File: src/rtl/r_peak_detector.sv
// R-peak detector: adaptive threshold on |sample|, refractory FSM,
// R-R interval counter and a restoring divider producing BPM.
module r_peak_detector #(
    parameter int DATA_RESOLUTION    = 11,
    parameter int SAMPLES_PER_MINUTE = 9900,
    parameter int REFRACTORY_SAMPLES = 33,
    parameter int MAX_RR_SAMPLES     = 495,
    parameter int MIN_THRESHOLD      = 64,
    parameter int DECAY_SHIFT        = 6,
    parameter int RR_WIDTH           = $clog2(MAX_RR_SAMPLES + 1)
) (
    input  logic                              clk_in,
    input  logic                              rst_in,
    input  logic signed [DATA_RESOLUTION-1:0] data_in,
    input  logic                              data_valid_in,
    output logic                              beat_out,
    output logic [RR_WIDTH-1:0]               rr_out,
    output logic [7:0]                        bpm_out,
    output logic                              bpm_valid_out,
    output logic                              no_signal_out,
    output logic [DATA_RESOLUTION-1:0]        threshold_out
);

    localparam int DW   = DATA_RESOLUTION;
    localparam int Q    = $clog2(SAMPLES_PER_MINUTE + 1);
    localparam int QCW  = $clog2(Q + 1);
    localparam int REFW = $clog2(REFRACTORY_SAMPLES + 1);

    localparam logic [DW-1:0]       MAG_MAX = {1'b0, {(DW-1){1'b1}}};
    localparam logic [DW-1:0]       MAG_NEG = {1'b1, {(DW-1){1'b0}}};
    localparam logic [DW-1:0]       MIN_THR = DW'(MIN_THRESHOLD);
    localparam logic [RR_WIDTH-1:0] RR_MAX  = RR_WIDTH'(MAX_RR_SAMPLES);
    localparam logic [REFW-1:0]     REF_END = REFW'(REFRACTORY_SAMPLES - 1);
    localparam logic [Q-1:0]        DIVIDND = Q'(SAMPLES_PER_MINUTE);

    typedef enum logic [1:0] {
        SEARCH,
        IN_PEAK,
        REFRACTORY
    } state_e;

    state_e              state_q;
    logic [DW-1:0]       peak_q;
    logic [REFW-1:0]     refr_q;
    logic [RR_WIDTH-1:0] rr_cnt_q;
    logic                have_prev_q;

    logic                busy_q;
    logic [QCW-1:0]      cnt_q;
    logic [Q-1:0]        quo_q;
    logic [RR_WIDTH-1:0] rem_q;
    logic [RR_WIDTH-1:0] dvs_q;

    function automatic logic [DW-1:0] thr_of(input logic [DW-1:0] p);
        return ((p >> 1) < MIN_THR) ? MIN_THR : (p >> 1);
    endfunction

    logic [DW-1:0]       mag;
    logic [DW-1:0]       thr;
    logic [DW-1:0]       peak_d;
    logic                above;
    logic                beat_hit;
    logic [RR_WIDTH-1:0] rr_inc;
    logic [RR_WIDTH:0]   shifted;
    logic                ge;
    logic [RR_WIDTH-1:0] rem_d;

    always_comb begin
        mag = data_in;
        if (data_in[DW-1]) begin
            mag = (data_in == MAG_NEG) ? MAG_MAX : $unsigned(-data_in);
        end
        thr    = thr_of(peak_q);
        above  = (mag >= thr);
        peak_d = (mag > peak_q) ? mag : peak_q - (peak_q >> DECAY_SHIFT);
        beat_hit = data_valid_in && (state_q == IN_PEAK) && !above;
        rr_inc = (rr_cnt_q == RR_MAX) ? rr_cnt_q : rr_cnt_q + 1'b1;
    end

    // One restoring step: shift in the next dividend bit, subtract if it fits
    always_comb begin
        shifted = {rem_q, quo_q[Q-1]};
        ge      = (shifted >= {1'b0, dvs_q});
        rem_d   = ge ? RR_WIDTH'(shifted - {1'b0, dvs_q}) : shifted[RR_WIDTH-1:0];
    end

    always_ff @(posedge clk_in or negedge rst_in) begin
        if (!rst_in) begin
            state_q       <= SEARCH;
            peak_q        <= '0;
            refr_q        <= '0;
            rr_cnt_q      <= '0;
            have_prev_q   <= 1'b0;
            busy_q        <= 1'b0;
            cnt_q         <= '0;
            quo_q         <= '0;
            rem_q         <= '0;
            dvs_q         <= '0;
            beat_out      <= 1'b0;
            rr_out        <= '0;
            bpm_out       <= '0;
            bpm_valid_out <= 1'b0;
            no_signal_out <= 1'b1;
            threshold_out <= MIN_THR;
        end else begin
            beat_out      <= beat_hit;
            bpm_valid_out <= 1'b0;

            if (data_valid_in) begin
                peak_q        <= peak_d;
                threshold_out <= thr_of(peak_d);

                unique case (state_q)
                    SEARCH: begin
                        if (above) state_q <= IN_PEAK;
                    end
                    IN_PEAK: begin
                        if (!above) begin
                            state_q <= REFRACTORY;
                            refr_q  <= '0;
                        end
                    end
                    REFRACTORY: begin
                        if (refr_q == REF_END) state_q <= SEARCH;
                        else refr_q <= refr_q + 1'b1;
                    end
                    default: state_q <= SEARCH;
                endcase

                // A beat in the timeout sample takes priority over the timeout
                if (beat_hit) begin
                    rr_cnt_q      <= '0;
                    have_prev_q   <= 1'b1;
                    no_signal_out <= 1'b0;
                    if (have_prev_q) rr_out <= rr_cnt_q + 1'b1;
                end else begin
                    rr_cnt_q <= rr_inc;
                    if (rr_inc == RR_MAX) begin
                        no_signal_out <= 1'b1;
                        bpm_out       <= '0;
                        have_prev_q   <= 1'b0;
                    end
                end
            end

            if (beat_hit && have_prev_q) begin
                busy_q <= 1'b1;
                cnt_q  <= QCW'(Q);
                quo_q  <= DIVIDND;
                rem_q  <= '0;
                dvs_q  <= rr_cnt_q + 1'b1;
            end else if (busy_q) begin
                if (cnt_q != '0) begin
                    cnt_q <= cnt_q - 1'b1;
                    quo_q <= {quo_q[Q-2:0], ge};
                    rem_q <= rem_d;
                end else begin
                    busy_q        <= 1'b0;
                    bpm_valid_out <= 1'b1;
                    bpm_out       <= (quo_q > Q'(255)) ? 8'd255 : quo_q[7:0];
                end
            end
        end
    end

endmodule
File: config.mk
export PLATFORM = sky130hd
export DESIGN_NAME = r_peak_detector
export DESIGN_NICKNAME = d
export VERILOG_FILES = /design/src/rtl/r_peak_detector.sv
export SDC_FILE = /design/constraint.sdc
export NUM_CORES = 1
export LEC_CHECK = 0
export CAP_MARGIN = 20
export CORE_UTILIZATION = 53
export DETAILED_ROUTE_END_ITERATION = 12
export PLACE_DENSITY = 0.7
export SKIP_LAST_GASP = 1
export SLEW_MARGIN = 10
export SYNTH_ARGS = -nofsm -noshare
export SYNTH_HDL_FRONTEND = slang
export SYNTH_SLANG_ARGS = --single-unit
export TNS_END_PERCENT = 30
File: constraint.sdc
create_clock -name clk_in -period 6.8 [get_ports clk_in]
set_input_delay 1.36 -clock clk_in [delete_from_list [all_inputs] [get_ports clk_in]]
set_output_delay 1.36 -clock clk_in [all_outputs]
set_load 0.02 [all_outputs]
==> metrics.txt <==
result of the run completed; leftover overflow at the end of global routing 0; required time of the critical path 7.07 ns; final hold violation count 0; post-synthesis sequential area ratio 39.16%; buffers from clock root to sink, at most 2; minimum clock period after layout 5.111 ns; total of warnings raised by yosys 0; Crit Reg-Reg Endpoint rr_out[4]; critical path startpoint category primary input; accumulated negative setup slack 0 ns; TritonCTS clock tree yes; iteration-0 DRC count of the detailed router 350; number of cells traversed by the worst hold path 2; vias 5179; Avg WL per Cell 16.44 um; first drt pass iteration count 5; # IOs 45; WP buf/inv 3; Critical R2R Launch peak_q[8]; number of gates given a new drive strength after cts 0; standard-cell row count 38; starting utilization of the core area 55.43%; fraction of synthesis flops using an asynchronous set or reset pin 100.0%; clock transition at the registers of the reported paths 0.07 ns; Std-Cell Core Area 11080 um^2; Chip Width 109.6 um; Worst path most repeated cell sky130_fd_sc_hd__ha_1; maximum fanout along the worst path 21; height of the chip 109.6 um; Worst Tran Pin Value 0.9772 ns; number of antenna diodes 0; pre-CTS worst setup slack 1.377 ns; root cell of the clock tree sky130_fd_sc_hd__clkbuf_16; worst reg2reg path depth 11; fraction of layout instances using a drive strength above 1 7.418%; Top delay family on crit path compound AO/OA/AOI/OAI gates; average cell area after synthesis 8.810 um^2; Seq cells post-synth 96; reg2reg setup slack 3.17 ns; design area 6922 um^2; hold-fix buffer count after cts 0; crit-path cells clkdlybuf4s50_1 -> inv_1 -> ha_1 -> or3b_1 -> nor3_2 -> nand3_1 -> a22o_1 -> ha_1 -> o21a_1 -> o21ai_0 -> and2_1 -> o211a_1 -> buf_4 -> nor2_1 -> a31oi_1; Die Footprint 12020 um^2; commonest non-fill, non-tap cells in the layout sky130_fd_sc_hd__dfrtp_1, sky130_fd_sc_hd__nand2_1, sky130_fd_sc_hd__inv_1; most common library cell in the layout ignoring fill and taps sky130_fd_sc_hd__dfrtp_1; wire length after detailed routing 14.27 mm; power density cells 509.6 nW/um^2; Achievable Freq 0.1957 GHz; global-route wire length before repair 23.44 mm; maximum single-stage delay on the critical path 0.69 ns; hpwl dp 10.37 mm; Final WS setup 1.689 ns; Layout Nets 779; count of cell types in the netlist 72; antenna violations before repair 0; mapped cell area 6141 um^2; Post-Route Hold Slack 0.4773 ns; IO Port Bufs 43; launch instance of the worst min-delay path no_signal_out; total cell area at the placement stage 6634 um^2; count of endpoints failing setup in the final report 0; number of cells after detailed placement 852; Cell Count, Final, Fillers Out 868; worst voltage drop across the vdd grid 0.3449 mV; Leak 3.029 nW; Layout Utilization 62.48%; TritonCTS Buffers 9; number of enable-type register cells in the synthesized netlist 0; slowest cell on the critical path sky130_fd_sc_hd__o211a_1; post-detailed-route via-to-cell ratio 5.967; post-CTS setup repair buffer count 0; via count of the first global-routing pass 4748; source-to-sink clock delay at the later pin of the worst-skew pair 0.36 ns; path type of the worst min-delay path reg2reg; Slew Limit Headroom 34.85%; share of the cycle needed by the critical path after routing 75.15%; Area Overhead vs Synth 12.71%; critical setup path kind in2reg; Gate Count Post-Synth 697; unrepaired setup endpoints after global routing no; prevailing post-synth register cell sky130_fd_sc_hd__dfrtp_1; pin count of the biggest net entering global routing 74; remaining number of nets flagged by the antenna check after routing 0; Global Route Usage Sum 25.39%; kind of end point of the critical path flop; fillers 946; CTS H-tree lvls 3; final max-slew violation count 0; total power after layout 3.527 mW; Post-route DRC 0; RePlAce Congestion 0.8837; clk sinks 96; worst clock skew 0.01146 ns; critical path data arrival time 5.38 ns; max-capacitance violation count 0; endpoint with the worst hold slack no_signal_out
[worst max path at each step]
stage | depth (start not counted) | from | end
detailed placement | 15 | data_in[0] | rr_out[7]
CTS | 15 | data_in[1] | rr_out[4]
floorplan | 13 | data_in[0] | refr_q[2]
global route | 15 | data_in[0] | rr_out[4]
finish | 15 | data_in[0] | rr_out[4]
global placement | 15 | data_in[0] | peak_q[1]
[tightest hold or removal path, stage by stage (launching register included)]
cell and delay, ns:
sky130_fd_sc_hd__dfstp_2 0.37, sky130_fd_sc_hd__inv_1 0.04, sky130_fd_sc_hd__o21bai_1 0.06
[sequential cells by signal, indices dropped and copies added (netlist names), 2 cells and up]
register       flops
cnt_q              4
peak_q            11
rr_out             9
bpm_out            8
dvs_q              9
quo_q             14
threshold_out     10
refr_q             6
state_q            2
rr_cnt_q           9
rem_q              9
[layout make-up]
type | count | area [um^2] | area share (%)
Clock buffer | 9 | 225.2 | 3.254
Multi-Input combinational cell | 516 | 3390 | 48.97
Inverter | 51 | 191.4 | 2.766
Sequential cell | 96 | 2405 | 34.74
Clock inverter | 7 | 62.56 | 0.9038
Timing Repair Buffer | 49 | 473.0 | 6.833
Tap cell | 140 | 175.2 | 2.531
[synthesized netlist by cell type, types with 14 or more instances]
cell type	count	area, um^2
sky130_fd_sc_hd__clkbuf_1	24	90.09
sky130_fd_sc_hd__dfrtp_1	94	2352
sky130_fd_sc_hd__a21oi_1	47	235.2
sky130_fd_sc_hd__o21ai_0	39	195.2
sky130_fd_sc_hd__a31oi_1	14	87.58
sky130_fd_sc_hd__inv_1	50	187.7
sky130_fd_sc_hd__ha_1	40	500.5
sky130_fd_sc_hd__xnor2_1	15	131.4
sky130_fd_sc_hd__o211ai_1	15	112.6
sky130_fd_sc_hd__nand3_1	29	145.1
sky130_fd_sc_hd__nand2_1	81	304.0
sky130_fd_sc_hd__nor2_1	49	183.9
[power by group]
group | switching (mW) | internal, mW | leakage (nW) | total (mW)
registers | 0.211 | 0.832 | 1.17 | 1.04
clock network | 0.241 | 0.256 | 0.133 | 0.497
logic | 1.15 | 0.838 | 1.73 | 1.99
[layer usage]
| metal | wire length, um | global-route usage [%] |
|---|---|---|
| met3 | 568 | 5.513 |
| met1 | 6863 | 35.06 |
| met4 | 153 | 7.048 |
| met2 | 6682 | 40.25 |
| met5 | 0 | 0 |
[cell families (layout without fill, tap and decap cells)]
group / Yosys count / count (layout) / synth area share, %
and+or+nand+nor: 234 / 234 / 18.48
adders and majority gates: 42 / 42 / 8.802
AOI/OAI and AO/OA: 207 / 207 / 23.15
DFF: 96 / 96 / 39.16
other: 1 / 2 / 0.06107
buffers and inverters: 86 / 116 / 5.705
muxes: 9 / 9 / 1.508
xor gates and xnor gates: 22 / 22 / 3.138
Power figures use the tool's default switching activity.
